## src/rtl/ps2_scan_decoder.sv

```systemverilog
// Set-2 scan-code decoder: synchronizes the PS2 end-of-byte flag, folds E0/F0 prefixes into
// single key events, queues them in a show-ahead FIFO and tracks shift/ctrl/alt state.
module ps2_scan_decoder #(
   parameter int unsigned SYNC_STAGES = 2,
   parameter int unsigned FIFO_DEPTH  = 4
) (
   input  logic       clk,
   input  logic       reset,
   input  logic [7:0] scan_code,
   input  logic       end_scan,
   input  logic       key_ready,
   output logic       key_valid,
   output logic [7:0] key_code,
   output logic       key_ext,
   output logic       key_release,
   output logic       shift,
   output logic       ctrl,
   output logic       alt,
   output logic       overflow
);

   localparam int unsigned PtrW = $clog2(FIFO_DEPTH);
   localparam int unsigned CntW = PtrW + 1;

   typedef enum logic [1:0] {StIdle, StExt, StBrk, StExtBrk} state_e;

   logic [SYNC_STAGES-1:0] sync_q;
   logic                   sync_last_q;
   logic                   byte_strobe;
   logic [7:0]             byte_q;
   logic                   byte_vld_q;

   always_ff @(posedge clk or negedge reset) begin
      if (!reset) begin
         sync_q      <= '0;
         sync_last_q <= 1'b0;
         byte_q      <= 8'h00;
         byte_vld_q  <= 1'b0;
      end else begin
         sync_q      <= {sync_q[SYNC_STAGES-2:0], end_scan};
         sync_last_q <= sync_q[SYNC_STAGES-1];
         byte_vld_q  <= byte_strobe;
         if (byte_strobe) byte_q <= scan_code;
      end
   end

   assign byte_strobe = sync_q[SYNC_STAGES-1] & ~sync_last_q;

   // Prefix decoding on the registered byte
   state_e state_q, state_d;
   logic   push, ev_ext, ev_rel;
   logic   is_pad, is_e0, is_e1, is_f0, is_ignored;

   assign is_pad     = (byte_q == 8'h00) || (byte_q == 8'hFF);
   assign is_e0      = (byte_q == 8'hE0);
   assign is_e1      = (byte_q == 8'hE1);
   assign is_f0      = (byte_q == 8'hF0);
   assign is_ignored = is_pad || is_e1 || (byte_q == 8'hAA) || (byte_q == 8'hFA);

   always_comb begin
      state_d = state_q;
      push    = 1'b0;
      ev_ext  = 1'b0;
      ev_rel  = 1'b0;
      if (byte_vld_q) begin
         unique case (state_q)
            StIdle: begin
               if (is_e0)            state_d = StExt;
               else if (is_f0)       state_d = StBrk;
               else if (!is_ignored) push    = 1'b1;
            end
            StExt: begin
               ev_ext = 1'b1;
               if (is_f0) begin
                  state_d = StExtBrk;
               end else if (!is_e0) begin
                  state_d = StIdle;
                  push    = !is_pad;
               end
            end
            StBrk: begin
               ev_rel  = 1'b1;
               state_d = StIdle;
               push    = !(is_pad || is_e0 || is_e1);
            end
            StExtBrk: begin
               ev_ext  = 1'b1;
               ev_rel  = 1'b1;
               state_d = StIdle;
               push    = !(is_pad || is_e0 || is_e1 || is_f0);
            end
            default: state_d = StIdle;
         endcase
      end
   end

   always_ff @(posedge clk or negedge reset) begin
      if (!reset) state_q <= StIdle;
      else        state_q <= state_d;
   end

   // Modifier tracking follows every decoded event, even one the FIFO drops
   logic lshift_q, rshift_q, lctrl_q, rctrl_q, lalt_q, ralt_q;

   always_ff @(posedge clk or negedge reset) begin
      if (!reset) begin
         lshift_q <= 1'b0;
         rshift_q <= 1'b0;
         lctrl_q  <= 1'b0;
         rctrl_q  <= 1'b0;
         lalt_q   <= 1'b0;
         ralt_q   <= 1'b0;
      end else if (push) begin
         if (!ev_ext && byte_q == 8'h12) lshift_q <= !ev_rel;
         if (!ev_ext && byte_q == 8'h59) rshift_q <= !ev_rel;
         if (byte_q == 8'h14) begin
            if (ev_ext) rctrl_q <= !ev_rel;
            else        lctrl_q <= !ev_rel;
         end
         if (byte_q == 8'h11) begin
            if (ev_ext) ralt_q <= !ev_rel;
            else        lalt_q <= !ev_rel;
         end
      end
   end

   assign shift = lshift_q | rshift_q;
   assign ctrl  = lctrl_q | rctrl_q;
   assign alt   = lalt_q | ralt_q;

   logic [9:0]      mem_q [FIFO_DEPTH];
   logic [PtrW-1:0] wr_ptr_q, rd_ptr_q;
   logic [CntW-1:0] count_q;
   logic            overflow_q;
   logic            full, pop, wr_en;
   logic [9:0]      head;

   assign full  = (count_q == CntW'(FIFO_DEPTH));
   assign pop   = key_valid & key_ready;
   assign wr_en = push & (~full | pop);

   always_ff @(posedge clk) begin
      if (wr_en) mem_q[wr_ptr_q] <= {ev_ext, ev_rel, byte_q};
   end

   always_ff @(posedge clk or negedge reset) begin
      if (!reset) begin
         wr_ptr_q   <= '0;
         rd_ptr_q   <= '0;
         count_q    <= '0;
         overflow_q <= 1'b0;
      end else begin
         if (wr_en) wr_ptr_q <= wr_ptr_q + PtrW'(1);
         if (pop)   rd_ptr_q <= rd_ptr_q + PtrW'(1);
         if (wr_en && !pop)      count_q <= count_q + CntW'(1);
         else if (!wr_en && pop) count_q <= count_q - CntW'(1);
         if (push && full && !pop) overflow_q <= 1'b1;
      end
   end

   assign head        = mem_q[rd_ptr_q];
   assign key_valid   = (count_q != '0);
   // Head fields are forced low when empty so stale entries never leak out
   assign key_code    = key_valid ? head[7:0] : 8'h00;
   assign key_release = key_valid & head[8];
   assign key_ext     = key_valid & head[9];
   assign overflow    = overflow_q;

endmodule

```

## config.mk

```make
export PLATFORM = sky130hd
export DESIGN_NAME = ps2_scan_decoder
export DESIGN_NICKNAME = d
export VERILOG_FILES = /design/src/rtl/ps2_scan_decoder.sv
export SDC_FILE = /design/constraint.sdc
export NUM_CORES = 1
export LEC_CHECK = 0
export CORE_AREA = 5 5 109 90
export DETAILED_ROUTE_END_ITERATION = 8
export DIE_AREA = 0 0 114 95
export PLACE_DENSITY = 0.55
export SYNTH_ARGS = -nofsm -noshare
export SYNTH_HDL_FRONTEND = slang
export SYNTH_SLANG_ARGS = --single-unit
```

## constraint.sdc

```tcl
create_clock -name clk -period 5.7 [get_ports clk]
set_input_delay 1.14 -clock clk [delete_from_list [all_inputs] [get_ports clk]]
set_output_delay 1.14 -clock clk [all_outputs]
set_load 0.01 [all_outputs]
```

# Word level (Yosys, flattened, before mapping)
# Memory sizes are Yosys's and may differ from the RTL's.
# Index checks and enable logic that the tools add are counted.
[word_totals]
register_bits = 28
ram_bits = 40
inputBits = 12
out_inout_bits = 15
wordCells = 102
memories = 1
[mem_list]
columns = ["memory", "words", "width", "rd", "rd_ports_with_merged_regs", "wr", "line", "source"]
rows = [
  ["mem_q", 4, 10, 1, 0, 1, "131", "logic [9:0] mem_q [FIFO_DEPTH];"],
]
[classes]
n_addsub = 4
n_eq_ne = 16
mux = 21
bitwise = 12
n_reduce_logical = 33
[ops]
columns = ["operator", "n"]
rows = [
  ["$eq 8x8->1 const B", 6],
  ["$eq 8x5->1 const B", 3],
  ["$reduce_and 3->1", 5],
  ["$mux 1", 12],
  ["$eq 8x7->1 const B", 1],
  ["$logic_not 8->1", 1],
  ["$mux 2", 4],
  ["$mux 8", 1],
  ["$logic_not 1->1", 7],
  ["$logic_or 1x1->1", 7],
  ["$logic_and 1x1->1", 6],
  ["$mux 3", 2],
  ["$ne 3x3->1 const B", 2],
  ["$pmux 2 s3", 1],
  ["$and 1x1->1", 5],
  ["$add 2x1->2 const B", 2],
  ["$eq 2x2->1 const B", 2],
  ["$or 1x1->1", 4],
  ["$pmux 1 s4", 1],
  ["$reduce_and 2->1", 2],
  ["$reduce_or 2->1", 2],
  ["$add 3x1->3 const B", 1],
  ["$eq 3x3->1 const B", 1],
  ["$not 1->1", 3],
  ["other kinds (5)", 5],
]

# Logic depth before layout (Yosys ltp)
# Gate-level depths: netlist of run 1.
[logic_depth]
depth_word = 15
ltp_mapped = 11
ltp_nobuf = 11

# Worst setup path after synthesis of run 1
# OpenSTA, ideal clock, no wires.
[synth_timing]
kind = "input port to flip-flop"
start = "input port key_ready"
end = "register count_q[1]"
arrival_ps = 2922
required_time_ps = 5575
setup_slack_ps = 2653
stages = 7
path_buffers = 0
path_cell_list = "or4b_2 > nand4_4 > inv_1 > ha_1 > inv_1 > fa_1 > mux2_2"
[synth_via]
elab_chain_cells = 6
[synth_rtl]
columns = ["item", "line", "source"]
rows = [
  ["start: declaration", "11", "input logic key_ready,"],
  ["$and 1x1->1 *", "139", "assign pop = key_valid & key_ready;"],
  ["$or 1x1->1 *", "140", "assign wr_en = push & (~full | pop);"],
  ["$and 1x1->1 *", "140", ""],
  ["via wr_en", "135", "logic full, pop, wr_en;"],
  ["$logic_not 1->1", "156", "else if (!wr_en && pop) count_q <= count_q - CntW'(1);"],
  ["$logic_and 1x1->1", "156", ""],
  ["$reduce_bool 2->1 (no source line)", "n/a", ""],
  ["end signal: assignment", "155", "if (wr_en && !pop) count_q <= count_q + CntW'(1);"],
  ["end signal: assignment", "156", ""],
  ["end: declaration", "133", "logic [CntW-1:0] count_q;"],
]
# Mark *: on every way through the listed nets, which the timed path passes. The rest lies on a longest branch.
# A chain may end at the register's enable or synchronous reset.

# Final worst setup path of run 1
[layout_timing]
start = "register rd_ptr_q[0]"
end = "output port key_code[1]"
[layout_via]
elab_chain_cells = 2
[layout_rtl]
columns = ["item", "line", "source"]
rows = [
  ["start: declaration", "132", "logic [PtrW-1:0] wr_ptr_q, rd_ptr_q;"],
  ["start signal: assignment", "154", "if (pop) rd_ptr_q <= rd_ptr_q + PtrW'(1);"],
  ["$mem_v2 4x10", "n/a", ""],
  ["$mux 8", "164", "assign key_code = key_valid ? head[7:0] : 8'h00;"],
  ["end: declaration", "13", "output logic [7:0] key_code,"],
]
# Every way passes these cells.

==> metrics.md, run 1 <==
| Metric | Value |
|---|---|
| WHS | 0.351 ns |
| Synthesis-to-finish area growth | 20.2% |
| Post-Syn Area | 2920 um2 |
| Slew margin rel. | 33.7% |
| Post-synth top area share | 41.1% |
| Yosys reg bits | 68 |
| Vias in the first global route | 1670 |
| Worst hold path type | flop to flop |
| MaxCap Viol Count | 0 |
| Prevailing post-synth register cell | edfxtp_1 |
| Largest stage delay, worst path | 0.80 ns |
| CP Launch Type | flop |
| Async SR Flop Fraction | 41.2% |
| Residual DRC | 0 |
| Diodes inserted | 0 |
| Worst-skew pair later-pin latency | 0.34 ns |
| Gpl congestion | 0.730 |
| Most frequent cells in the layout | edfxtp_1 (40), dfrtp_1 (28), clkdlybuf4s50_1 (26) |
| CP top delay family | flip-flops |
| Number of flops mapped to enable cells by yosys | 40 |
| Core box area | 8730 um2 |
| DRT antenna net count | 0 |
| Status | complete, no violations |
| FILL cells | 820 |
| Setup TNS | 0 ns |
| Critical path class | flop to output pin |
| Syn Inst Count | 188 |
| Sequential-to-total area share from yosys stat | 65.1% |
| Reg2reg path depth | 9 |
| Clock-pin slew on the worst setup and hold paths | 0.08 ns |
| Final period util | 62.0% |
| Worst path bufs/invs | 1 |
| Overflow after GRT | 0 |
| Crit Reg-Reg Startpoint | byte_q[1]$_DFFE_PN0P_ |
| Drt initial violations | 65 |
| Hold Crit Start | sync_q[0]$_DFF_PN0_ |
| CTS Buf Count | 9 |
| IR Drop Worst-Case VDD | 157 uV |
| Storage cell area | 1900 um2 |
| Worst path slowest cell | dfrtp_1 |
| Clock sink count | 68 |
| Hold-fix buffers, CTS | 0 |
| Post-CTS Setup Inserts | 0 |
| Routed vias | 1580 |
| Worst path cell trace | mux4_2 > and2_1 > clkdlybuf4s50_1 |
| Combinational Power Share | 28.1% |
| First-pass DRT Iterations | 4 |
| Die ar. | 10800 um2 |
| IO Port Bufs | 26 |
| Bufs on Longest Clock Path | 2 |
| Initial Util | 33.5% |
| # resized after CTS | 0 |
| # setup viols final | 0 |
| Syn nets | 206 |
| Die Wd | 114 um |
| Final Max Tran Viols | 0 |
| Initial antenna violation count | 0 |
| DR vias/cell | 4.63 |
| Placement Rows | 31 |
| TritonCTS clock tree | yes |
| Unrepaired setup endpoints after global routing | no |
| Int Power | 1.08 mW |
| Yosys warnings | 0 |
| Pwr/cell area | 434 nW/um2 |
| CP max FO | 12 |
| Crit. End Element | output pin |
| Worst Tran Pin Value | 0.992 ns |
| Routed length per instance | 15.5 um |
| Most common library cell in the layout ignoring fill and taps | edfxtp_1 |
| WP data arrival | 2.39 ns |
| Layout Nets | 239 |
| Fin crit period | 3.53 ns |
| Routed WL | 5270 um |
| Peak Freq | 283 MHz |
| Ports | 27 |
| Largest net degree at the start of global routing | 29 |
| Netlist cell types | 45 |
| Max H-tree Level | 3 |
| Synth top area cells | edfxtp_1 (41%), dfrtp_1 (24%), mux4_2 (7.7%) |
| Area of the multi-input gates | 956 um2 |
| Final Skew | 0.00717 ns |
| Avg Inst Size Synth | 15.5 um2 |
| Sw power | 0.449 mW |
| Die Ht | 95 um |
| Clock power frac | 25.9% |
| Fraction of layout cells with a size suffix above 1 | 21.2% |
| Final Hold Fails | 0 |
| WP data required | 4.56 ns |
| Pleak | 1.28 nW |
| Setup slack, reg-to-reg | 3.03 ns |
| Post-DP HPWL | 3580 um |
| GRT Util Overall | 10.9% |
| First-pass GRT wire length | 8700 um |
| Worst flop-to-flop path endpoint | count_q[1]$_DFFE_PN0P_ |
| Sw frac | 29.4% |
| Synth area leader | edfxtp_1 |
| Sequential share of power | 46.0% |
| Clk root buf | clkbuf_8 |
| Worst Hold Path EP | sync_q[1]$_DFF_PN0_ |
| Hold Path Depth | 0 |
==> final cells by class <==
| class | instances | share of cell area [%] |
|---|---|---|
| clock buffer | 9 | 3.53 |
| clock inverter | 7 | 2.14 |
| inverter | 12 | 1.28 |
| multi-input combinational | 103 | 27.2 |
| sequential | 68 | 54.1 |
| tap | 115 | 4.10 |
| timing repair buffer | 27 | 7.62 |
==> worst max-delay path by stage <==
stage                                  from                     end  slack (ns)  depth (start not counted)
floorplan                         key_ready  count_q[1]$_DFFE_PN0P_        2.65                          7
global placement                  key_ready  count_q[1]$_DFFE_PN0P_        2.15                          8
detailed placement                key_ready  count_q[1]$_DFFE_PN0P_        2.12                          8
CTS                 rd_ptr_q[0]$_DFFE_PN0P_             key_code[5]        2.10                          3
global route        rd_ptr_q[0]$_DFFE_PN0P_             key_code[1]        2.00                          3
finish              rd_ptr_q[0]$_DFFE_PN0P_             key_code[1]        2.17                          3
==> Yosys cell counts (all sizes together) (2+ instances only) <==
cell    count
nand4       4
inv        12
edfxtp     40
and2       11
o21ai       2
and3        2
nor3b       2
a41oi       2
xor2        2
dfrtp      28
or3         2
nor2        6
nand3       7
ha          5
buf         2
xnor2       4
a31oi       4
or2         3
mux2       11
nor4        2
clkbuf      3
nor3        3
a21oi       3
nand2       6
mux4       10
==> sequential cells by signal, summed over array words and instances (netlist names) <==
register and flops:
lshift_q 1, byte_vld_q 1, wr_ptr_q 2, count_q 3
byte_q 8, lctrl_q 1, lalt_q 1, sync_q 2
sync_last_q 1, overflow 1, ralt_q 1, rd_ptr_q 2
state_q 2, mem_q 40, rshift_q 1, rctrl_q 1
==> metrics by stage <==
stage	power (mW)	util, %	area, um2	cells	setup slack, ns
finish	1.52	40.3	3510	341	2.17
global route	1.62	40.3	3510	341	2.00
CTS	1.55	40.3	3510	341	2.10
detailed placement	1.15	38.0	3310	325	2.12
global placement	1.15	38.0	3310	325	2.15
floorplan	0.960	-	2920	188	2.65
==> kinds of logic after synthesis <==
kind of cell | after synthesis | share of synthesized area, %
flops | 68 | 65.1
simple gates | 53 | 11.4
mux | 21 | 12.1
compound gates | 17 | 4.58
buf+inv | 17 | 2.23
xor+xnor | 6 | 1.80
fa+ha+maj | 6 | 2.83
==> worst reg2reg max path, cell delays in order, from the launching register on <==
cell       delay, ns
dfrtp_1         0.52
or3_4           0.46
a211oi_2        0.24
o2111ai_2       0.19
nand4_4         0.16
inv_1           0.06
ha_1            0.19
inv_1           0.07
fa_1            0.40
mux2_2          0.26
==> per-layer routing <==
metal	GRT usage, %	wire (um)	part of all wire, %
met1	14.3	2580	49
met3	4.68	262	5.0
met4	3.36	60	1.1
met5	0	0	0
met2	16.5	2370	45
==> power by group through the flow <==
stage / registers [mW] / logic (mW) / clock network, mW
global placement: 0.715 / 0.433 / 0
floorplan: 0.663 / 0.297 / 0
detailed placement: 0.716 / 0.438 / 0
CTS: 0.706 / 0.438 / 0.405
global route: 0.719 / 0.468 / 0.430
finish: 0.701 / 0.429 / 0.394
No activity file was read; power rests on OpenSTA's default activity.
==> run 2, diff against run 1 <==
PLACE_DENSITY = 0.57   (was 0.55)
clock period = 2.9 ns   (was 5.7 ns; I/O delays follow)
==> run 2 against run 1 <==
  * Hold slack improved by 0.0042 ns
  * Setup slack got worse by 1.9 ns
  * Die area is the same
  * First-iteration DRC count shrank 22%
  * Sequential share of layout area is 1.6 points lower
  * Clock skew shrank 0.00053 ns
==> metrics.md, run 2 (synthesis gave the netlist of run 1 again) <==
| Metric | Value |
|---|---|
| Status | complete, no violations (unchanged) |
| Routed length per instance | 14.5 um (was 15.5 um) |
| MaxCap Viol Count | 0 (unchanged) |
| Worst path bufs/invs | 2 (was 1) |
| DRT antenna net count | 0 (unchanged) |
| Initial Util | 33.5% (unchanged) |
| Largest Register | mem_q (unchanged) |
| Clock power frac | 27.1% (was 25.9%) |
| Final Max Tran Viols | 0 (unchanged) |
| Max H-tree Level | 3 (unchanged) |
| WP data required | 2.32 ns (was 4.56 ns) |
| Final WS setup | 0.275 ns (was 2.17 ns) |
| Fin crit period | 2.62 ns |
| Initial antenna violation count | 0 (unchanged) |
| Pwr Total | 3.10 mW (was 1.52 mW) |
| Diodes inserted | 0 (unchanged) |
| Bufs on Longest Clock Path | 2 (unchanged) |
| Area of the multi-input gates | 956 um2 (unchanged) |
| Routed vias | 1620 (was 1580) |
| Overflow after GRT | 0 (unchanged) |
| CP top delay family | buffers and inverters (was flip-flops) |
| Pre-CTS WS | -0.0210 ns (was 2.12 ns) |
| Max reg flops | 40 (unchanged) |
| Worst hold path type | flop to flop (unchanged) |
| Placed insts | 337 (was 325) |
| Pwr/cell area | 856 nW/um2 (was 434 nW/um2) |
| Clk root buf | clkbuf_8 (unchanged) |
| Sw power | 0.861 mW (was 0.449 mW) |
| Layout Nets | 251 (was 239) |
| Clock sink count | 68 (unchanged) |
| # setup viols final | 0 (unchanged) |
| Die Ht | 95 um (unchanged) |
| IR Drop Worst-Case VDD | 303 uV (was 157 uV) |
| Synthesis-to-finish area growth | 23.9% (was 20.2%) |
| Worst Tran Pin Value | 0.770 ns (was 0.992 ns) |
| CP Launch Type | flop (unchanged) |
| Hold-fix buffers, CTS | 0 (unchanged) |
| Placement Rows | 31 (unchanged) |
| Unrepaired setup endpoints after global routing | no (unchanged) |
| Die ar. | 10800 um2 (unchanged) |
| Crit Reg-Reg Startpoint | byte_q[3]$_DFFE_PN0P_ (was byte_q[1]$_DFFE_PN0P_) |
| Routed WL | 5100 um (was 5270 um) |
| Drt initial violations | 51 (was 65) |
| Int Power | 2.24 mW (was 1.08 mW) |
| Largest regs | mem_q: 40 flops, byte_q: 8 flops, count_q: 3 flops (unchanged) |
| Worst path slowest cell | mux4_2 (was dfrtp_1) |
| TritonCTS clock tree | yes (unchanged) |
| Post-DP HPWL | 3670 um (was 3580 um) |
| GRT Util Overall | 10.7% (was 10.9%) |
| CP max FO | 7 (was 12) |
| CTS Buf Count | 9 (unchanged) |
| Largest stage delay, worst path | 0.52 ns (was 0.80 ns) |
| FILL cells | 818 (was 820) |
| Vias in the first global route | 1691 (was 1670) |
| Crit path from | rd_ptr_q[0]$_DFFE_PN0P_ (unchanged) |
| Storage cell area | 1900 um2 (unchanged) |
| Most common library cell in the layout ignoring fill and taps | edfxtp_1 (unchanged) |
| IO Port Bufs | 26 (unchanged) |
| Worst-skew pair later-pin latency | 0.34 ns (about the same) |
| Hold Crit Start | sync_q[0]$_DFF_PN0_ (unchanged) |
| Most frequent cells in the layout | edfxtp_1 (40), dfrtp_1 (28), clkdlybuf4s50_1 (26) (unchanged) |
| Core box area | 8730 um2 (unchanged) |
| Residual DRC | 0 (unchanged) |
| Ports | 27 (unchanged) |
| Gpl congestion | 0.777 (was 0.730) |
| Largest net degree at the start of global routing | 29 (unchanged) |
| Post-CTS Setup Inserts | 0 (unchanged) |
| Crit. End Element | output pin (unchanged) |
| Clock-pin slew on the worst setup and hold paths | 0.07 ns (was 0.08 ns) |
| Post-layout util | 41.5% (was 40.3%) |
| WP data arrival | 2.04 ns (was 2.39 ns) |
| First-pass GRT wire length | 8750 um (was 8700 um) |
| Sw frac | 27.8% (was 29.4%) |
| Pleak | 1.36 nW (was 1.28 nW) |
| Finished Layout Cells | 353 (was 341) |
| Sequential share of power | 42.9% (was 46.0%) |
| Final Hold Fails | 0 (unchanged) |
| Peak Freq | 381 MHz |
| Critical path class | flop to output pin (unchanged) |
| # resized after CTS | 0 (unchanged) |
| Combinational Power Share | 30.1% (was 28.1%) |
| Final Skew | 0.00664 ns (was 0.00717 ns) |
| Fraction of layout cells with a size suffix above 1 | 24.8% (was 21.2%) |
| Final period util | 90.5% |
| DR vias/cell | 4.59 (was 4.63) |
| Die Wd | 114 um (unchanged) |
| Slew margin rel. | 48.5% (was 33.7%) |
| First-pass DRT Iterations | 4 (unchanged) |
| Worst path cell trace | buf_4 > mux4_2 > and2_1 > clkdlybuf4s50_1 (was mux4_2 > and2_1 > clkdlybuf4s50_1) |
## run 2: cell types whose count changed in the layout (fill, tap and decap cells not counted), sizes merged
cell	change
bufinv	+1
buf	+12
clkinvlp	-1
inv	-1
clkbuf	+1
## run 2: area by class of cell
| type | instances | share of cell area [%] |
|---|---|---|
| inverters | 12 | 1.24 |
| well taps | 115 | 3.97 |
| clock inverters | 6 | 2.45 |
| flip-flops and latches | 68 | 52.5 |
| multi-input cells | 103 | 26.4 |
| repair buffers | 39 | 9.88 |
| clock buffers | 10 | 3.52 |
## run 2: metrics by stage
stage	setup TNS [ns]	instance area [um2]	hold WS, ns
6_report	0	3620	0.355
5_1_grt	0	3620	0.370
4_1_cts	0	3620	0.354
3_5_place_dp	-0.0210	3400	0.337
3_3_place_gp	0	3400	0.333
2_1_floorplan	0	2920	0.284
## run 2: final timing paths
check	to	slack (ns)	depth (start not counted)
worst max-delay path	key_code[3]	0.28	4
worst max register to register	count_q[1]$_DFFE_PN0P_	0.37	9
max in group asynchronous	byte_q[2]$_DFFE_PN0P_	2.02	2
worst min register to register	sync_q[1]$_DFF_PN0_	0.36	0
min in group asynchronous	lctrl_q$_DFFE_PN0P_	0.61	2
worst min-delay path	sync_q[1]$_DFF_PN0_	0.36	0
## run 2: power by group through the flow
stage               clock (mW)  sequential [mW]  combinational (mW)
floorplan                    0             1.30               0.584
global placement             0             1.35               0.946
detailed placement           0             1.35               0.953
CTS                      0.863             1.33               0.956
global route             0.916             1.35                1.02
finish                   0.839             1.33               0.931
## run 2: routing by layer
layer  wire length (um)  track usage (%)
met2               2300             16.4
met1               2480             13.8
met3                268             4.80
met4                 55             3.26
met5                  0                0
